## config.mk

```make
export PLATFORM = sky130hd
export DESIGN_NAME = pipelined_adder
export DESIGN_NICKNAME = d
export VERILOG_FILES = /design/src/rtl/adder_pkg.sv /design/src/rtl/adder_slice.sv /design/src/rtl/pipelined_adder.sv
export SDC_FILE = /design/constraint.sdc
export NUM_CORES = 1
export LEC_CHECK = 0
export CAP_MARGIN = 20
export CORE_MARGIN = 8
export CORE_UTILIZATION = 51
export DETAILED_ROUTE_END_ITERATION = 12
export GPL_TIMING_DRIVEN = 0
export PLACE_DENSITY = 0.86
export SYNTH_ARGS = -nofsm -noshare
export SYNTH_HDL_FRONTEND = slang
export SYNTH_SLANG_ARGS = --single-unit
export TNS_END_PERCENT = 50
```

## constraint.sdc

```tcl
create_clock -name clk -period 3.67 [get_ports clk]
set_input_delay 0.367 -clock clk [delete_from_list [all_inputs] [get_ports clk]]
set_output_delay 0.367 -clock clk [all_outputs]
set_load 0.005 [all_outputs]
```

## src/rtl/adder_pkg.sv

```systemverilog
// rtl/adder_pkg.sv - shared constants, slice sizing and stage payload type for pipelined_adder
package adder_pkg;

  localparam int DEFAULT_WIDTH  = 32;
  localparam int DEFAULT_STAGES = 4;

  function automatic int slice_width(input int width, input int stages);
    return width / stages;
  endfunction

  // Stage payload at the default geometry; the top sizes each field per stage.
  typedef struct packed {
    logic                     valid;
    logic [DEFAULT_WIDTH-1:0] psum;
    logic [DEFAULT_WIDTH-1:0] a_rem;
    logic [DEFAULT_WIDTH-1:0] b_rem;
    logic                     carry;
  } stage_payload_t;

endpackage

```

## src/rtl/adder_slice.sv

```systemverilog
// rtl/adder_slice.sv - combinational W-bit ripple chain of full-adder cells
module adder_slice #(
  parameter int W = 8
) (
  input  logic [W-1:0] a_i,
  input  logic [W-1:0] b_i,
  input  logic         cin_i,
  output logic [W-1:0] sum_o,
  output logic         cout_o
);

  logic [W:0] carry;

  always_comb begin
    carry    = '0;
    sum_o    = '0;
    carry[0] = cin_i;
    for (int i = 0; i < W; i++) begin
      sum_o[i]     = a_i[i] ^ b_i[i] ^ carry[i];
      carry[i + 1] = (a_i[i] & b_i[i]) | (carry[i] & (a_i[i] ^ b_i[i]));
    end
    cout_o = carry[W];
  end

endmodule

```

## src/rtl/pipelined_adder.sv

```systemverilog
// rtl/pipelined_adder.sv - WIDTH-bit ripple-carry adder split into STAGES carry-registered slices
// Optional signed-overflow output ovf is enabled by defining PIPELINED_ADDER_OVF_EN.
module pipelined_adder
  import adder_pkg::*;
#(
  parameter int WIDTH  = DEFAULT_WIDTH,
  parameter int STAGES = DEFAULT_STAGES
) (
  input  logic             clk,
  input  logic             rst,
  input  logic             in_valid,
  output logic             in_ready,
  input  logic [WIDTH-1:0] a,
  input  logic [WIDTH-1:0] b,
  input  logic             cin,
  output logic             out_valid,
  input  logic             out_ready,
  output logic [WIDTH-1:0] sum,
  output logic             cout
`ifdef PIPELINED_ADDER_OVF_EN
  ,
  output logic             ovf
`endif
);

  localparam int SLICE = slice_width(WIDTH, STAGES);

  if (STAGES < 1 || STAGES > WIDTH || (WIDTH % STAGES) != 0) begin : g_bad_cfg
    $error("pipelined_adder: WIDTH must be a multiple of STAGES with 1 <= STAGES <= WIDTH");
  end

  logic [STAGES-1:0] valid_vec;
  logic [STAGES-1:0] adv;
  logic [WIDTH-1:0]  sum_q;
  logic              cout_q;
`ifdef PIPELINED_ADDER_OVF_EN
  logic              ovf_q;
`endif

  // A stage stalls only when it and every stage ahead of it is full and the sink is not taking.
  always_comb begin : p_advance
    logic full_ahead;
    full_ahead = 1'b1;
    adv        = '0;
    for (int k = STAGES - 1; k >= 0; k--) begin
      full_ahead = full_ahead & valid_vec[k];
      adv[k]     = !full_ahead || out_ready;
    end
  end

  for (genvar k = 0; k < STAGES; k++) begin : g_stage
    localparam int LO = k * SLICE;
    localparam int HI = WIDTH - LO;

    logic               src_valid;
    logic [HI-1:0]      src_a;
    logic [HI-1:0]      src_b;
    logic               src_c;
    logic [SLICE-1:0]   slice_sum;
    logic               slice_cout;
    logic [LO+SLICE-1:0] done_d;
    logic               valid_q;

    if (k == 0) begin : g_from_in
      assign src_valid = in_valid;
      assign src_a     = a;
      assign src_b     = b;
      assign src_c     = cin;
      assign done_d    = slice_sum;
    end else begin : g_from_pipe
      assign src_valid = g_stage[k-1].valid_q;
      assign src_a     = g_stage[k-1].g_mid.a_q;
      assign src_b     = g_stage[k-1].g_mid.b_q;
      assign src_c     = g_stage[k-1].g_mid.carry_q;
      assign done_d    = {slice_sum, g_stage[k-1].g_mid.psum_q};
    end

    adder_slice #(.W(SLICE)) u_slice (
      .a_i    (src_a[SLICE-1:0]),
      .b_i    (src_b[SLICE-1:0]),
      .cin_i  (src_c),
      .sum_o  (slice_sum),
      .cout_o (slice_cout)
    );

    assign valid_vec[k] = valid_q;

    // An empty stage is overwritten whenever it advances, which compresses bubbles.
    always_ff @(posedge clk) begin
      if (rst) begin
        valid_q <= 1'b0;
      end else if (adv[k]) begin
        valid_q <= src_valid;
      end
    end

    if (k < STAGES - 1) begin : g_mid
      logic [HI-SLICE-1:0] a_q;
      logic [HI-SLICE-1:0] b_q;
      logic [LO+SLICE-1:0] psum_q;
      logic                carry_q;

      always_ff @(posedge clk) begin
        if (rst) begin
          a_q     <= '0;
          b_q     <= '0;
          psum_q  <= '0;
          carry_q <= 1'b0;
        end else if (adv[k] && src_valid) begin
          a_q     <= src_a[HI-1:SLICE];
          b_q     <= src_b[HI-1:SLICE];
          psum_q  <= done_d;
          carry_q <= slice_cout;
        end
      end
    end else begin : g_last
      always_ff @(posedge clk) begin
        if (rst) begin
          sum_q  <= '0;
          cout_q <= 1'b0;
`ifdef PIPELINED_ADDER_OVF_EN
          ovf_q  <= 1'b0;
`endif
        end else if (adv[k] && src_valid) begin
          sum_q  <= done_d;
          cout_q <= slice_cout;
`ifdef PIPELINED_ADDER_OVF_EN
          // a^b^sum at the MSB recovers the carry into the MSB.
          ovf_q  <= src_a[SLICE-1] ^ src_b[SLICE-1] ^ slice_sum[SLICE-1] ^ slice_cout;
`endif
        end
      end
    end
  end

  assign in_ready  = adv[0];
  assign out_valid = valid_vec[STAGES-1];
  assign sum       = sum_q;
  assign cout      = cout_q;
`ifdef PIPELINED_ADDER_OVF_EN
  assign ovf       = ovf_q;
`endif

endmodule

```

After elaboration in Yosys (flattened, before gate mapping)
Cells that the tools add are included.

word-level totals
  flip-flop bits (word level) = 184
  latch bits = 0
  RAM bits = 0
  ROM bits = 0
  input bits = 69
  output and inout port bits = 35
  word-level logic and storage cells = 193
  memories = 0

cells by class
  $add $sub $neg = 0
  multipliers = 0
  divide/modulo/power cells = 0
  $lt $le $gt $ge = 0
  equal/unequal tests = 0
  shifts and indexed selects = 0
  mux-type cells = 0
  bitwise gates (word level) = 163
  reduce and logical (&&, ||, !) cells = 12

operators with widths
  operator           count
  1-bit bitwise AND  67
  1-bit bitwise XOR  64
  1-bit bitwise OR   32
  1-bit logical AND  4
  1-bit zero test    4
  1-bit logical OR   4

Longest topological paths before layout
  word-level depth = 17
  gate-level depth with buffers = 13
  depth with buffers taken out = 13

By module
A second synthesis with hierarchy kept.

second synthesis, totals
  cells, all modules = 1004
  area, all modules = 8881.0 sq um

modules (own cells, without submodules)
  module           times used  cells an instance  area each (sq um)  seq. area each (sq um)
  pipelined_adder  1           932                8090.3             3683.5
  adder_slice      4           18                 197.7              0.0

Least setup slack after synthesis
No wires, ideal clock.

  kind = input to register
  start = in a[0]
  end = reg g_stage[0].g_mid.psum_q[7]
  setup time = 0.086 ns
  arrival time = 3.642 ns
  data required time = 3.584 ns
  path slack = -0.057 ns
  cell stages on the path = 13
  buffers on the path = 0
  path through = fa_1 -> inv_1 -> fa_1 -> inv_1 -> fa_1 -> fa_1 -> fa_1 -> fa_1 -> fa_1 -> inv_1 -> fa_1 -> o211a_1 -> a211oi_1

between the ends
  longest elaborated chain between the ends = 16
  elaborated cells on any way between the ends = 17
  those cells by class = 17 x bitwise

RTL lines
  item                   line                    source
  from (decl)            pipelined_adder.sv:13   input logic [WIDTH-1:0] a,
  1-bit bitwise XOR      adder_slice.sv:20       carry[i + 1] = (a_i[i] & b_i[i]) | (carry[i] & (a_i[i] ^ b_i[i]));
  1-bit bitwise AND      adder_slice.sv:20
  1-bit bitwise OR (*)   adder_slice.sv:20
  1-bit bitwise AND (*)  adder_slice.sv:20
  1-bit bitwise OR (*)   adder_slice.sv:20
  1-bit bitwise AND (*)  adder_slice.sv:20
  1-bit bitwise OR (*)   adder_slice.sv:20
  1-bit bitwise AND (*)  adder_slice.sv:20
  1-bit bitwise OR (*)   adder_slice.sv:20
  1-bit bitwise AND (*)  adder_slice.sv:20
  1-bit bitwise OR (*)   adder_slice.sv:20
  1-bit bitwise AND (*)  adder_slice.sv:20
  1-bit bitwise OR (*)   adder_slice.sv:20
  1-bit bitwise AND (*)  adder_slice.sv:20
  1-bit bitwise OR (*)   adder_slice.sv:20
  1-bit bitwise XOR (*)  adder_slice.sv:19       sum_o[i] = a_i[i] ^ b_i[i] ^ carry[i];
  to (signal assigned)   pipelined_adder.sv:112  psum_q <= done_d;
  to (decl)              pipelined_adder.sv:100  logic [LO+SLICE-1:0] psum_q;

Mark *: on every way between the ends. The rest lies on a longest branch, timed or not.
A chain may end at the register's enable or synchronous reset.

Final worst setup path
  start = reg g_stage[1].g_mid.a_q[0]
  end = reg g_stage[2].g_mid.psum_q[23]

between the ends
  longest elaborated chain between the ends = 16
  elaborated cells on any way between the ends = 17
  those cells by class = 17 x bitwise

RTL lines
  item                    line                    source
  from (decl)             pipelined_adder.sv:98   logic [HI-SLICE-1:0] a_q;
  from (signal assigned)  pipelined_adder.sv:110  a_q <= src_a[HI-1:SLICE];
  1-bit bitwise XOR       adder_slice.sv:20
  1-bit bitwise AND       adder_slice.sv:20
  1-bit bitwise OR (*)    adder_slice.sv:20
  1-bit bitwise AND (*)   adder_slice.sv:20
  1-bit bitwise OR (*)    adder_slice.sv:20
  1-bit bitwise AND (*)   adder_slice.sv:20
  1-bit bitwise OR (*)    adder_slice.sv:20
  1-bit bitwise AND (*)   adder_slice.sv:20
  1-bit bitwise OR (*)    adder_slice.sv:20
  1-bit bitwise AND (*)   adder_slice.sv:20
  1-bit bitwise OR (*)    adder_slice.sv:20
  1-bit bitwise AND (*)   adder_slice.sv:20
  1-bit bitwise OR (*)    adder_slice.sv:20
  1-bit bitwise AND (*)   adder_slice.sv:20
  1-bit bitwise OR (*)    adder_slice.sv:20
  1-bit bitwise XOR (*)   adder_slice.sv:19
  to (signal assigned)    pipelined_adder.sv:112
  to (decl)               pipelined_adder.sv:100

Marks and branches as above.

==> summary.md <==
| Metric | Value |
|---|---|
| # setup viols final | `0` |
| DRT Pass-1 Iters | `5` |
| Slowest stage delay, CP | `0.44 ns` |
| Dpl cells | `1313` |
| Synth Instances | `987` |
| Die X | `147.7 µm` |
| Global-route wire length before repair | `41.76 mm` |
| Number of cell rows | `48` |
| Htree depth | `4` |
| Adder-cell area share of the yosys netlist | `0.07242` |
| Syn Std Cell Area | `8846 µm²` |
| CTS tree | `done` |
| Vias in the first global route | `8020` |
| GRT Residual Overflow | `0` |
| CP bufs+invs | `3` |
| Final Wtd Congestion | `0.9276` |
| P&R area growth vs syn | `21.68%` |
| Initial antenna violation count | `0` |
| Worst-path clk slew | `0.07 ns` |
| Pwr Density | `418.3 nW/µm²` |
| CP endpoint kind | `flip-flop` |
| Share of the synthesized area in the top cell type | `0.4164` |
| Largest family of logic cells by synthesized area | `compound AO/OA/AOI/OAI gates` |
| Synth Area in Compound Gates | `0.2133` |
| Die area | `21820 µm²` |
| # IOs | `104` |
| Worst slew pin tran | `0.7586 ns` |
| Xor-xnor portion of the synthesized cell area | `0` |
| Core Area | `17120 µm²` |
| Max FO, Critical Path | `2` |
| Fillers | `1443` |
| Num Clock Sinks | `184` |
| Leakage | `3.758 nW` |
| Detail Route Antenna Nets | `0` |
| Min Tclk post-route | `3.627 ns` |
| Maximum VDD drop | `0.0003567 V` |
| Post-CTS Repair Setup Buffers | `0` |
| WP data arrival | `3.99 ns` |
| Starting Density | `0.5168` |
| Pwr Total | `4.503 mW` |
| Number of diodes | `0` |
| Maximum clock rate | `275.7 MHz` |
| Family with the most delay on the worst path | `adder cells` |
| Crit-path cells | `fa_1, inv_1, fa_1, inv_1, fa_2, fa_2, fa_2, fa_1, fa_1, inv_1, fa_1, a211oi_2` |
| PortBufs | `101` |
| Vias post-DR | `8402` |
| Largest cells by area after synthesis | `dfxtp_1, fa_1, o311ai_0` |
| Syn Nets | `1088` |
| Root buffer cell | `clkbuf_16` |
| Maxcap violations | `0` |
| GR Util All Layers | `0.2374` |
| RSZ-0062 raised after global routing | `true` |
| Clock Latency Late Sink | `0.44 ns` |
| Final Cycle Share | `0.9882` |
| # DRC | `0` |
| CTS Buffer Depth | `2` |
| TNS Setup | `0 ns` |
| Syn. warnings | `0` |
| DP HPWL | `18.88 mm` |
| Vias per inst | `6.247` |
| Sequential fraction of the synthesis area | `0.4164` |
| Worst slew margin | `0.4943` |
| Pins Over Slew Limit | `0` |
| Critical path class | `flip-flop to flip-flop` |
| Post-Layout Cell Count | `1345` |
| Routed length per placed instance | `19.45 µm` |
| Leading area contributor after synthesis | `dfxtp_1` |
| Final Hold Fails | `0` |
| Post-Synth Simple-Gate Area | `0.1839` |
| Worst EP required | `4.03 ns` |
| Status | `complete, no violations` |
| DR iter-0 viols | `853` |
| Cell mode on critical path | `fa_1` |
| Final WL | `26.16 mm` |
| CP Launch Type | `flip-flop` |
| Nets | `1208` |
| Share of cells above drive strength 1 | `0.1232` |
| Worst hold path class | `flip-flop to flip-flop` |
| Layout Skew | `0.006226 ns` |
| Largest net degree at the start of global routing | `18` |
| Die Ht | `147.7 µm` |
| Mux contribution to synthesized area | `0.04300` |
| Synth Register Bits | `184` |
| Syn Area/Cell | `8.962 µm²` |
| Post-synth cell types | `34` |
| CTS Buf Count | `17` |
| Hold bufs inserted after CTS | `0` |
| Slowest-stage cell, CP | `fa_1` |
## metrics by stage
step	worst slack, ns	cell area [µm²]	hold slack [ns]	utilization
after detailed placement	-0.6347	10140	0.4491	0.5926
after global routing	-0.05076	10760	0.4888	0.6289
after floorplan	0.02052	8851	0.4283	-
final	0.04346	10760	0.4633	0.6289
after global placement	-0.5388	10140	0.4471	0.5926
after CTS	-0.001393	10730	0.4627	0.6271
## tightest hold or removal path: stages (launching register included)
cell     delay (ns)
dfxtp_1        0.31
nand2_1        0.05
mux2i_1        0.05
## logic make-up after synthesis
logic type	count (synthesis)
AND/OR/NAND/NOR	295
adder cells (fa/ha/maj)	32
buffers and inverters	148
flip-flops	184
multiplexers	38
AO/OA/AOI/OAI	290
## cell type report
cell class | count | area [µm²] | area share
Clock buffer | 18 | 439.2 | 0.04080
Sequential cell | 184 | 3687 | 0.3426
Timing Repair Buffer | 101 | 1011 | 0.09392
Inverter | 35 | 132.6 | 0.01232
Clock inverter | 14 | 116.4 | 0.01081
Buffer | 113 | 495.5 | 0.04603
Tap cell | 225 | 281.5 | 0.02615
Multi-Input combinational cell | 655 | 4601 | 0.4274
## path summary, 6_finish.rpt
check	slack (ns)	start	end	cells after the start
setup / recovery	0.04	g_stage[1].g_mid.a_q[0]	g_stage[2].g_mid.psum_q[23]	12
hold / removal	0.46	g_stage[2].g_mid.b_q[7]	g_stage[2].g_mid.b_q[7]	2
setup reg to reg	0.04	g_stage[1].g_mid.a_q[0]	g_stage[2].g_mid.psum_q[23]	12
hold reg to reg	0.46	g_stage[2].g_mid.b_q[7]	g_stage[2].g_mid.b_q[7]	2
## timing repair
item	CTS	global route
endpoints found under the setup margin	4	4
pin swaps	7	8
resized for setup	19	11
## per-layer routing
| metal | track usage | part of all wire |
|---|---|---|
| met4 | 0.1112 | 0.033 |
| met5 | 0 | 0 |
| met2 | 0.3663 | 0.45 |
| met1 | 0.3080 | 0.41 |
| met3 | 0.05809 | 0.10 |
## flip-flops by register name (all words and copies together) (netlist names)
name	cells
sum	32
out_valid	1
g_stage.valid_q	3
g_stage.g_mid.carry_q	3
g_stage.g_mid.b_q	48
cout	1
g_stage.g_mid.psum_q	48
g_stage.g_mid.a_q	48
## report_power, final
group,total (mW),internal (mW),switching (mW)
sequential,2.18,2.10,0.0875
combinational,0.567,0.255,0.312
clock,1.75,0.903,0.850
## synth_stat cells, drive strengths merged
| master | n |
|---|---|
| a311oi | 3 |
| inv | 34 |
| o21ai | 47 |
| and2b | 1 |
| a31o | 30 |
| clkinv | 1 |
| o211a | 3 |
| mux2i | 38 |
| nor3b | 54 |
| nand2b | 31 |
| a211oi | 9 |
| nor2 | 2 |
| dfxtp | 184 |
| clkbuf | 61 |
| a31oi | 54 |
| o311ai | 54 |
| fa | 32 |
| and4b | 1 |
| nand4 | 54 |
| nor2b | 2 |
| nand4b | 1 |
| nand3 | 46 |
| nand3b | 1 |
| nand2 | 102 |
| buf | 52 |
| a21oi | 90 |
## layout by cell type, fill, tap and decap left out, drive strengths merged, types with 30 or more instances in the layout
cell	Yosys	final
nand2b	31	31
fa	32	32
o311ai	54	54
nand2	102	102
buf	52	52
dfxtp	184	184
a31o	30	30
nand4	54	54
clkbuf	61	79
a31oi	54	54
nor3b	54	54
clkdlybuf4s50	0	98
inv	34	40
mux2i	38	38
nand3	46	46
o21ai	47	47
a21oi	90	90
Power figures use the tool's default switching activity.
